--- config.mk ---
export PLATFORM = sky130hd
export DESIGN_NAME = read_mem
export DESIGN_NICKNAME = d
export VERILOG_FILES = /design/src/rtl/read_mem_pkg.sv /design/src/rtl/read_mem.sv
export SDC_FILE = /design/constraint.sdc
export NUM_CORES = 1
export LEC_CHECK = 0
export ABC_AREA = 0
export ABC_CLOCK_PERIOD_IN_PS = 5000
export CAP_MARGIN = 20
export CORE_UTILIZATION = 25
export CTS_CLUSTER_SIZE = 28
export DETAILED_ROUTE_END_ITERATION = 12
export GPL_TIMING_DRIVEN = 0
export PLACE_DENSITY = 0.56
export SYNTH_ARGS = -nofsm -noshare
export SYNTH_HDL_FRONTEND = slang
export SYNTH_SLANG_ARGS = --single-unit
export TNS_END_PERCENT = 50
--- constraint.sdc ---
create_clock -name clk -period 5 [get_ports clk]
set_input_delay 0.75 -clock clk [delete_from_list [all_inputs] [get_ports clk]]
set_output_delay 0.75 -clock clk [all_outputs]
set_load 0.01 [all_outputs]
--- src/rtl/read_mem_pkg.sv ---
// Shared constants and state encoding for the capture-buffer readout engine.
// Included by read_mem and by any status decoder that needs the state values.
package read_mem_pkg;

  localparam int DEF_DATA_WIDTH  = 8;
  localparam int DEF_ADDR_WIDTH  = 4;
  localparam int DEF_MEMORY_SIZE = 16;

  typedef enum logic [2:0] {
    IDLE = 3'd0,
    HDR  = 3'd1,
    READ = 3'd2,
    LOAD = 3'd3,
    SEND = 3'd4,
    DONE = 3'd5
  } state_t;

endpackage

--- src/rtl/read_mem.sv ---
// Drains the circular capture buffer oldest-first onto a valid/ready stream.
// Optional READ_MEM_HEADER_EN: emit a sample-count beat ahead of the samples.
module read_mem
  import read_mem_pkg::*;
#(
  parameter int DATA_WIDTH  = DEF_DATA_WIDTH,
  parameter int ADDR_WIDTH  = DEF_ADDR_WIDTH,
  parameter int MEMORY_SIZE = DEF_MEMORY_SIZE
) (
  input  logic                  clk,
  input  logic                  reset,
  input  logic                  start,
  input  logic [ADDR_WIDTH-1:0] waddr,
  input  logic                  primed,
  output logic                  rd_en,
  output logic [ADDR_WIDTH-1:0] raddr,
  input  logic [DATA_WIDTH-1:0] rdata,
  output logic [DATA_WIDTH-1:0] o_data,
  output logic                  o_valid,
  input  logic                  o_ready,
  output logic                  busy,
  output logic                  done
);

  localparam logic [ADDR_WIDTH:0] FULL_COUNT = (ADDR_WIDTH + 1)'(MEMORY_SIZE);

  state_t                  state_reg, state_next;
  logic [ADDR_WIDTH-1:0]   raddr_reg, raddr_next;
  logic [ADDR_WIDTH:0]     remaining_reg, remaining_next;
  logic [DATA_WIDTH-1:0]   o_data_reg, o_data_next;
  logic                    o_valid_reg, o_valid_next;
  logic                    busy_reg, busy_next;
  logic                    done_reg, done_next;

`ifdef READ_MEM_HEADER_EN
  // Header beat carries the sample count, fitted to the stream width.
  logic [DATA_WIDTH-1:0]   hdr_word;
  generate
    if (DATA_WIDTH > ADDR_WIDTH + 1) begin : g_hdr_ext
      assign hdr_word = {{(DATA_WIDTH - ADDR_WIDTH - 1){1'b0}}, remaining_reg};
    end else if (DATA_WIDTH == ADDR_WIDTH + 1) begin : g_hdr_eq
      assign hdr_word = remaining_reg;
    end else begin : g_hdr_trunc
      assign hdr_word = remaining_reg[DATA_WIDTH-1:0];
    end
  endgenerate
`endif

  always_ff @(posedge clk or negedge reset) begin
    if (!reset) begin
      state_reg     <= IDLE;
      raddr_reg     <= '0;
      remaining_reg <= '0;
      o_data_reg    <= '0;
      o_valid_reg   <= 1'b0;
      busy_reg      <= 1'b0;
      done_reg      <= 1'b0;
    end else begin
      state_reg     <= state_next;
      raddr_reg     <= raddr_next;
      remaining_reg <= remaining_next;
      o_data_reg    <= o_data_next;
      o_valid_reg   <= o_valid_next;
      busy_reg      <= busy_next;
      done_reg      <= done_next;
    end
  end

  always_comb begin
    state_next     = state_reg;
    raddr_next     = raddr_reg;
    remaining_next = remaining_reg;
    o_data_next    = o_data_reg;
    o_valid_next   = o_valid_reg;
    busy_next      = busy_reg;
    done_next      = 1'b0;

    case (state_reg)
      IDLE: begin
        if (start) begin
          busy_next = 1'b1;
          // Once wrapped, the next-write slot holds the oldest sample.
          if (primed) begin
            raddr_next     = waddr;
            remaining_next = FULL_COUNT;
          end else begin
            raddr_next     = '0;
            remaining_next = {1'b0, waddr};
          end
`ifdef READ_MEM_HEADER_EN
          state_next = HDR;
`else
          if (primed || (waddr != '0)) begin
            state_next = READ;
          end else begin
            state_next = DONE;
            done_next  = 1'b1;
            busy_next  = 1'b0;
          end
`endif
        end
      end

`ifdef READ_MEM_HEADER_EN
      HDR: begin
        o_data_next  = hdr_word;
        o_valid_next = 1'b1;
        state_next   = SEND;
      end
`endif

      READ: begin
        state_next = LOAD;
      end

      LOAD: begin
        o_data_next    = rdata;
        o_valid_next   = 1'b1;
        raddr_next     = raddr_reg + 1'b1;
        remaining_next = remaining_reg - 1'b1;
        state_next     = SEND;
      end

      SEND: begin
        if (o_ready) begin
          o_valid_next = 1'b0;
          if (remaining_reg != '0) begin
            state_next = READ;
          end else begin
            state_next = DONE;
            done_next  = 1'b1;
            busy_next  = 1'b0;
          end
        end
      end

      DONE: begin
        state_next = IDLE;
      end

      default: begin
        state_next = IDLE;
      end
    endcase
  end

  assign rd_en   = (state_reg == READ);
  assign raddr   = raddr_reg;
  assign o_data  = o_data_reg;
  assign o_valid = o_valid_reg;
  assign busy    = busy_reg;
  assign done    = done_reg;

endmodule

# Word level (Yosys, flattened, before mapping)
# Cells that the tools add are included.
op_classes:
  add_sub_neg: 2
  eq_ne: 6
  muxes: 23
  n_reduce_logical: 11
op_table:
  columns: ["op", "count"]
  rows:
  - ["$mux 3", 4]
  - ["$pmux 3 s4", 1]
  - ["$mux 5", 2]
  - ["$pmux 5 s2", 1]
  - ["$mux 1", 9]
  - ["$mux 4", 2]
  - ["$pmux 4 s2", 1]
  - ["$eq 3x2->1 const B", 2]
  - ["$ne 2x2->1 const B", 3]
  - ["$pmux 1 s2", 3]
  - ["$reduce_and 2->1", 3]
  - ["$reduce_bool 2->1", 3]
  - ["$reduce_bool 5->1", 1]
  - ["$sub 5x1->5 const B", 1]
  - ["$add 4x1->4 const B", 1]
  - ["$reduce_and 4->1", 1]
  - ["$reduce_bool 4->1", 1]
  - ["$eq 3x3->1 const B", 1]
  - ["$logic_not 3->1", 1]
  - ["$logic_or 1x1->1", 1]
totals:
  regBits: 23

# Longest topological paths before layout
# Gate-level depths: netlist of the first run.
logic_depth:
  depth_word: 5
  ltp_mapped: 6

# Least setup slack after synthesis of the first run
# Ideal clock, no wire load.
synth_path:
  path_type: "in2reg"
  startpoint: "input port waddr[3]"
  endpoint: "register state_reg[1]"
  setup_ns: 0.120
  arrival_time_ns: 1.766
  slack_ns: 3.114
  cell_stages: 4
  cell_sequence: "or4_1 > nor3_1 > o21ai_0 > and3_1"
synth_between:
  elab_chain_len: 5
synth_lines:
  columns: ["element", "line", "rtl"]
  rows:
  - ["start, declared", "read_mem.sv:13", "input logic [ADDR_WIDTH-1:0] waddr,"]
  - ["$reduce_bool 4->1", "read_mem.sv:93", "if (primed || (waddr != '0)) begin"]
  - ["$logic_or 1x1->1", "read_mem.sv:93", null]
  - ["$mux 3", "read_mem.sv:93", null]
  - ["$mux 3", "read_mem.sv:80", "if (start) begin"]
  - ["$pmux 3 s4", "read_mem.sv:78", "case (state_reg)"]
  - ["end signal, assigned", "read_mem.sv:59", "state_reg <= state_next;"]
  - ["end, declared", "read_mem.sv:27", "state_t state_reg, state_next;"]
# Every way passes these cells. The select of a mux whose other input is x is not followed.
# A chain may end at the register's enable or synchronous reset.

# Final worst setup path of the first run
layout_path:
  startpoint: "register state_reg[2]"
  endpoint: "output port rd_en"
layout_between:
  elab_chain_len: 1
layout_lines:
  columns: ["element", "line", "rtl"]
  rows:
  - ["$eq 3x2->1", "read_mem.sv:147", "assign rd_en = (state_reg == READ);"]
  - ["end, declared", "read_mem.sv:15", "output logic rd_en,"]
# Every way passes these cells.

==> flow_results.org, run 1 <==
** Layout
- The register with the most flip-flops in the layout has 8 of them.
- At the end of the flow, the number of nets in the layout was 184.
- With fillers left out, the area of the finished cells amounts to 1627 um^2.
- Leading cell type in the layout, fill and taps excluded :: nand2_1
- Number of inserted diodes :: 0
- Count of filler cells inserted in the layout :: 451
- Of the cells placed in the final design, the portion with a size suffix greater than 1 is 7.927%.
- Post-synthesis to final-layout area growth :: 39.34%
- Most used cells in the layout excluding fill and tap cells :: nand2_1, clkdlybuf4s50_1, dfrtp_1
- Cells fill 36.85% of the core in the end.

** Setup path
- The worst setup path is captured at an output pin.
- Depth of the most critical reg-to-reg path :: 5
- Required time of the critical path :: 4.25 ns
- Data arrives at the worst endpoint at 1.78 ns.
- Critical Path Start Type :: flop
- Critical-path maximum fanout :: 10
- Startpoint-to-endpoint class of the critical path :: flop to output pin
- Startpoint of the worst register-to-register path :: state_reg[1]$_DFFE_PN0P_
- For flop-to-flop paths, the worst setup slack is 3.28 ns.
- Reg-to-reg endpoint :: raddr[2]$_DFFE_PN0P_

** STA
- Final Max Slew Viols :: 0
- Clock period minus worst slack :: 2.527 ns
- Final setup fails :: 0
- Setup repair after global routing left no endpoint under its margin.
- Tcrit/Tclk final :: 50.54%
- In this run the tightest slew margin relative to its limit is 54.33%.
- The count of endpoints failing hold in the final timing report was 0.
- Summed over all failing endpoints, the final setup total negative slack is 0 ns.
- On the final layout, the worst clock skew is 0.006112 ns.
- Worst slew pin tran :: 0.6832 ns
- Timing would allow up to 395.7 MHz.
- On the final layout, the worst hold slack is 0.4878 ns.

** Flow run
- Max-cap violations in this run came to 0.

** Worst hold path
- The worst hold path begins at o_data[1]$_DFFE_PN0P_.
- For hold timing, the worst endpoint is o_data[1]$_DFFE_PN0P_.
- Hold/Removal Path Class :: flop to flop
- Counting instances, the worst hold path has a depth of 2.

** Yosys
- After synthesis, the largest area contributor takes up 49.30% of total cell area.
- Counting flops and latches in the post-synthesis netlist gives 23.
- Number of standard cells after synthesis :: 127
- Each instance of the synthesized netlist takes up on average 9.192 um^2.
- Top area cells in the synthesized netlist :: dfrtp_1, nand2_1, nor2_1
- Synthesis produced a netlist with a net count of 146.
- Yosys top cell by area :: dfrtp_1
- Synthesis instantiated 37 different standard cells from the library.
- Seq/Total Area, Yosys :: 49.30%
- Netlist Area Pre-Place :: 1167 um^2
- The Yosys step of the flow raised 0 warnings.

** Floorplanning
- The floorplan step defined a die boundary enclosing 4947 um^2.
- 33 I/O pins were placed.
- Chip Height :: 70.34 um
- The total area inside the core boundary comes to 4414 um^2.
- For this configuration, the core starts out at a cell density of 26.45%.
- The die is 70.34 um wide.
- Row generation in the floorplan step produced 24 rows.

** Clock tree
- CTS Buffer Depth :: 2
- CTS built an H-tree with a depth of 1.
- After clock tree synthesis, the clock-pin slew on the worst setup and hold paths is 0.09 ns.
- TritonCTS clock tree :: built
- The number of setup buffers added after CTS is 0.
- For the worst-skew pair, the clock arrives at the later sink with an insertion delay of 0.27 ns.
- CTS saw 23 sinks.
- Number of buffers inserted by hold repair at cts :: 0
- Resized Gates After CTS :: 0
- Clock tree root buffer cell :: clkbuf_8
- In this run, CTS created clock tree buffers numbering 3.

** Detailed routing
- Vias per std cell :: 4.921
- DR iter-0 viols :: 49
- Post-route ant nets :: 0
- The first TritonRoute pass finished after 4 iterations.
- Per-cell routed wire length :: 13.64 um
- Total DRC errors in the routed layout :: 0
- Sum of routed wire length over all layers :: 2947 um
- Via count :: 1063

** Pwr
- Dividing total power by cell area gives a power density of 527.7 nW/um^2.
- The worst-case IR drop observed on VDD is 0.2174 mV.
- The completed layout was analyzed and its total power is 0.0008584 W.
- Summed over all cells, the static leakage comes to 0.6979 nW.

** Status
- Outcome :: finished, final reports clean

** Placed design
- Placed Area :: 1553 um^2
- The congestion estimate from routability-driven global placement came to 0.9131.
- PortBufs :: 32
- Detailed placement finished with a half-perimeter wire length of 2072 um.

** Global routing
- For this run the aggregate overflow at the end of global routing stands at 0.
- Wire length of the first global-routing pass :: 5057 um
- Tot GR Track Use :: 12.97%
- Entering global routing, the biggest net connects 24 pins.
- Antenna violations before repair :: 0
- Vias in the first global route :: 1066
[per-stage QoR]
| step | instances | worst slack [ns] |
|---|---|---|
| final | 216 | 2.473 |
| after global routing | 216 | 2.391 |
| after CTS | 215 | 2.477 |
| after detailed placement | 211 | 2.531 |
| after global placement | 211 | 2.565 |
| after floorplan | 127 | 3.114 |
[worst max-delay path: stages (launching register included)]
cell,delay (ns)
dfrtp_1,0.42
clkbuf_1,0.22
nand2b_1,0.23
nor2_1,0.10
clkdlybuf4s50_1,0.53
[synthesized netlist by cell type]
cell / n
nor3_1: 1
and3_1: 3
o31ai_1: 3
o31ai_4: 1
a221oi_1: 1
nor3b_1: 1
nor4_1: 1
nor4b_1: 1
nand2_1: 33
buf_6: 2
a211oi_1: 3
a31oi_1: 1
o21a_1: 1
and3b_1: 1
o22a_1: 1
o211ai_1: 2
a32oi_1: 1
nand3_1: 6
o21ai_0: 2
buf_2: 3
o311ai_1: 1
or4_1: 1
nand4_1: 1
ha_1: 2
inv_1: 4
nand2b_1: 2
buf_1: 1
a22oi_1: 2
or4b_4: 1
clkbuf_1: 2
nor4b_2: 1
dfrtp_1: 23
a21oi_1: 5
a311oi_1: 1
nand3b_1: 1
nor2_1: 10
o21ai_1: 1
[cells by family after synthesis]
| family | share of synthesized area, % |
|---|---|
| and+or+nand+nor | 26.47 |
| AOI/OAI and AO/OA | 16.61 |
| DFF | 49.30 |
| buffers and inverters | 5.465 |
| adders and majority gates | 2.143 |
[cell type report]
type | count | area [um^2] | area share [%]
multi-input combinational | 92 | 528.0 | 32.46
timing repair buffer | 33 | 347.8 | 21.38
inverter | 4 | 15.01 | 0.9231
clock buffer | 3 | 41.29 | 2.538
tap | 52 | 65.06 | 4.000
buffer | 8 | 48.80 | 3.000
sequential | 23 | 575.6 | 35.38
clock inverter | 1 | 5.005 | 0.3077
[how the worst max path moves through the flow]
stage	slack, ns	end	depth (start not counted)	start
after floorplan	3.11	state_reg[1]$_DFFE_PN0P_	4	waddr[3]
after global placement	2.57	state_reg[2]$_DFFE_PN0P_	5	waddr[3]
after detailed placement	2.53	state_reg[1]$_DFFE_PN0P_	5	waddr[3]
after CTS	2.48	rd_en	4	state_reg[2]$_DFFE_PN0P_
after global routing	2.39	rd_en	4	state_reg[2]$_DFFE_PN0P_
final	2.47	rd_en	4	state_reg[2]$_DFFE_PN0P_
[per-layer routing]
layer / wire length (um) / track usage, % / up-vias
met4: 36 / 4.000 / 0
met3: 164 / 4.040 / 2
met5: 0 / 0 / -
met1: 1440 / 16.98 / 506
met2: 1306 / 20.32 / 35
li1: - / - / 520
[report_power, final]
| part | switching, W | total, W | internal, W |
|---|---|---|---|
| sequential | 0.0000597 | 0.000323 | 0.000264 |
| combinational | 0.000205 | 0.000416 | 0.000211 |
| clock | 0.0000634 | 0.000119 | 0.0000557 |
| total | 0.000328 | 0.000858 | 0.000530 |
Note: power is estimated with default switching activity, not from simulation.
==> run 2, diff against run 1 <==
- ABC_CLOCK_PERIOD_IN_PS: 5000 -> 2400
- clock period: 5 -> 2.4 ns (I/O delays scaled with it)
==> results of run 2 <==
The final DEF is identical to that of run 1. Status: finished, final reports clean.
Main changes from that run: setup slack after placement 2.531 ns -> 0.3206 ns; setup slack after layout 2.473 ns -> 0.2629 ns; hold slack 0.4878 ns -> 0.4311 ns; register-to-register setup slack 3.28 ns -> 0.68 ns; total power 0.0008584 W -> 0.001788 W; worst IR drop on VDD 0.2174 mV -> 0.4529 mV
==> run 3, diff against run 2 <==
- ABC_AREA: 0 -> 1
==> flow_results.org, run 3 <==
** Status
- The run finished with clean final reports.

** Yosys
- The number of nets handed over by synthesis was 173.
- Number of standard cells after synthesis :: 154
- Per-instance average area after synthesis :: 7.930 um^2
- In the synthesized netlist the dominant register cell turns out to be dfrtp_1.
- Yosys top cell by area :: dfrtp_1
- Sequential elements use 47.13% of the synthesized area.
- Top area cells in the synthesized netlist :: dfrtp_1, nand2_1, nand3_1
- Among all cell types in the netlist, the one instantiated most often is nand2_1.
- Async set or reset register ratio after synthesis :: 100.0%
- Number of warnings issued by yosys :: 0
- Netlist Area Pre-Place :: 1221 um^2
- After synthesis, the netlist uses 26 different library cells.
- Area share of the largest cell type after synthesis :: 47.13%
- The synthesized design contains 0 enable-type register cells.
- In the synthesized netlist, the cells that appear most often are nand2_1, dfrtp_1, nand3_1.
- FF+latch count, synth :: 23

** Pwr
- Across the VDD grid, the largest voltage drop is 0.3865 mV.
- In this run, the clock network consumes 12.3% of the power.
- Internal portion of total power :: 0.001177 W
- Overall power consumption after layout is estimated at 0.001984 W.
- Of the total power, registers draw 35.7%.
- Switch share :: 40.68%
- In this run, the combinational gates consume 52.0% of the power.
- Pwr Density :: 1175 nW/um^2
- In this run the power spent charging and discharging nets is 0.0008071 W.
- Leakage Power :: 0.8133 nW

** STA
- The count of endpoints failing hold in the final timing report is 0.
- Largest clock skew in the final design :: 0.007128 ns
- Unrepaired setup endpoints after global routing :: false
- Maximum operating frequency :: 528.8 MHz
- Worst slew pin tran :: 0.4466 ns
- Worst setup margin :: 0.5088 ns
- Tcrit/Tclk final :: 78.80%
- Measured against its own limit, the worst slew margin works out to 70.13%.
- Adding up every negative setup slack in the final design gives 0 ns.
- Final setup fails :: 0
- Clock period minus worst slack :: 1.891 ns
- Final Max Slew Viols :: 0

** Placed design
- Worst slack after detailed placement :: 0.6885 ns
- Number of placed instances with taps included :: 252
- The wire-length estimate of the detail-placed layout is 2029 um.
- At the end of routability-driven placement, the weighted congestion stood at 0.7688.
- Placed Area :: 1615 um^2
- The count of buffers added on input and output ports is 31.

** Detailed routing
- DRT Pass-1 Iters :: 4
- Sum of routed wire length over all layers :: 2735 um
- Vias per std cell :: 4.175
- Dividing the detail-routed wire length by the instance count gives 10.64 um.
- Via count :: 1073
- Total DRC errors in the routed layout :: 0
- The detailed router finished its first iteration with 28 violations.
- Post-route ant nets :: 0

** Setup path
- STA classifies the critical path startpoint as a flop.
- Delay contributed by the slowest stage of the critical path :: 0.52 ns
- Critical Path Start :: state_reg[2]$_DFFE_PN0P_
- Worst path slowest cell :: clkdlybuf4s50_1
- The setup path with the least slack is of type flop to output pin.
- In this design, the largest share of critical-path delay is due to buffers and inverters.
- Critical path buffer and inverter count :: 3
- Required time of the critical path :: 2.04 ns
- Along the worst path, the maximum fanout reaches 4.
- Startpoint of the worst register-to-register path :: remaining_reg[0]$_DFFE_PN0P_
- Crit path DAT :: 1.53 ns
- STA classifies the critical path endpoint as an output pin.
- Cell breakdown of the critical path :: inv_2, nand3_1, inv_1, clkdlybuf4s50_1

** Clock tree
- Once the clock tree was built, the resizer swapped 0 gates to a different size.
- TritonCTS clock tree :: built
- Buffers inserted during clock tree synthesis total 3.
- In this run the number of H-tree levels came out at 1.
- Hold repair after CTS inserted 0 buffers.
- Buffers inserted by post-CTS timing repair :: 0
- The clock net in this run drives a total of 23 sinks.
- CTS Buffer Depth :: 2
- Source-to-sink clock delay at the later pin of the worst-skew pair :: 0.27 ns
- The tree is rooted in a clkbuf_8.
- Clock transition at the registers of the reported paths :: 0.09 ns

** Layout
- The register with the most flip-flops in the layout has 8 of them.
- The number of antenna diodes in the final layout is 0.
- Final design area excluding fillers :: 1688 um^2
- From synthesis to final layout, the design area changed by 38.22%.
- Layout net count :: 210
- The library cell used most frequently in the layout, excluding fill and tap cells, is nand2_1.
- Once layout is complete, the cells apart from fillers number 257.
- Fill cells in the final layout number 502.
- Leaving out fill and tap cells, the most frequent cells in the layout are nand2_1, clkdlybuf4s50_1, dfrtp_1.
- In the final layout, the share of cells above drive strength 1 is 12.63%.

** Floorplanning
- Width of the die :: 71.89 um
- The die is 71.89 um tall.
- Row count :: 25
- Die ar. :: 5168 um^2
- The initial utilization of the core area, before any placement, comes to 25.85%.
- Number of top-level design ports :: 33
- Core Region :: 4723 um^2

** Global routing
- The via count of the first global-routing pass was 1033.
- Global routing used 18.55% of the available met2 tracks.
- M1 GR Usage :: 15.40%
- The layer flagged by global routing as most heavily used is met2.
- Global routing used 11.43% of the available tracks across all layers.
- Antenna violations before repair :: 0
- Entering global routing, the biggest net connects 24 pins.
- After global routing the overflow that remains totals 0.
- The first global-routing pass estimated 4616 um of wire.
- Met3 capacity usage during global routing :: 1.944%

** Flow run
- Max-Cap Viols :: 0

** Worst hold path
- Hold/Removal Path Class :: input pin to asynchronous set/reset pin
==> run 3: changes by cell type after synthesis, moves of 3 or more <==
cell / delta
a211oi_1: -3
a21oi_1: -3
and3_1: -3
buf_2: -3
inv_1: +9
inv_2: +6
nand2_1: +19
nand2_2: +3
nand3_1: +12
nand4_1: +3
o21ai_1: +3
o21ai_2: +3
o31ai_1: -3
==> run 3: layer usage <==
| metal | up-vias | routed length, um |
|---|---|---|
| li1 | 569 | - |
| met1 | 479 | 1307 |
| met2 | 20 | 1313 |
| met3 | 5 | 81 |
| met4 | 0 | 32 |
| met5 | - | 0 |
==> run 3: through the flow <==
| step | util (%) | hold WS, ns |
|---|---|---|
| after floorplan | - | 0.06441 |
| after global placement | 34.20 | 0.4643 |
| after detailed placement | 34.20 | 0.4690 |
| after CTS | 35.15 | 0.4884 |
| after global routing | 35.74 | 0.4164 |
| final | 35.74 | 0.3980 |
==> run 3: cell type report <==
class	instances	area, um^2	area share [%]
Sequential cell	23	575.6	34.10
Multi-Input combinational cell	108	540.5	32.02
Timing Repair Buffer	32	337.8	20.01
Tap cell	67	83.83	4.967
Inverter	19	71.32	4.225
Clock buffer	4	45.04	2.669
Buffer	4	33.78	2.001
==> run 3: worst paths after layout <==
| check | to | slack (ns) | cells past startpoint |
|---|---|---|---|
| setup reg to reg | state_reg[2]$_DFFE_PN0P_ | 1.10 | 8 |
| max in group asynchronous | o_data[2]$_DFFE_PN0P_ | 1.56 | 2 |
| hold / removal | state_reg[0]$_DFFE_PN0P_ | 0.40 | 1 |
| setup / recovery | rd_en | 0.51 | 4 |
| min in group clk | o_data[5]$_DFFE_PN0P_ | 0.49 | 2 |
| hold reg to reg | o_data[5]$_DFFE_PN0P_ | 0.49 | 2 |
==> run 3: cell families after synthesis <==
logic type	after synthesis	share of synthesized area [%]
compound gates	14	7.583
fa+ha+maj	2	2.049
buf+inv	23	8.606
flops	23	47.13
simple gates	92	34.63
==> run 3: power groups by stage <==
stage | registers [W] | clock network (W) | logic (W)
4_1_cts | 0.000710 | 0.000253 | 0.00105
2_1_floorplan | 0.000746 | 0 | 0.000587
3_3_place_gp | 0.000712 | 0 | 0.00103
5_1_grt | 0.000741 | 0.000266 | 0.00117
3_5_place_dp | 0.000712 | 0 | 0.00104
6_report | 0.000709 | 0.000244 | 0.00103
==> run 3: worst reg2reg max path: stages (launching register included) <==
cell and delay, ns:
dfrtp_1 0.38, inv_1 0.12, ha_1 0.21, nand2_1 0.11, nor2_1 0.14, nand2_1 0.09, nand3_1 0.09, nand2_1 0.05
nand2_1 0.06
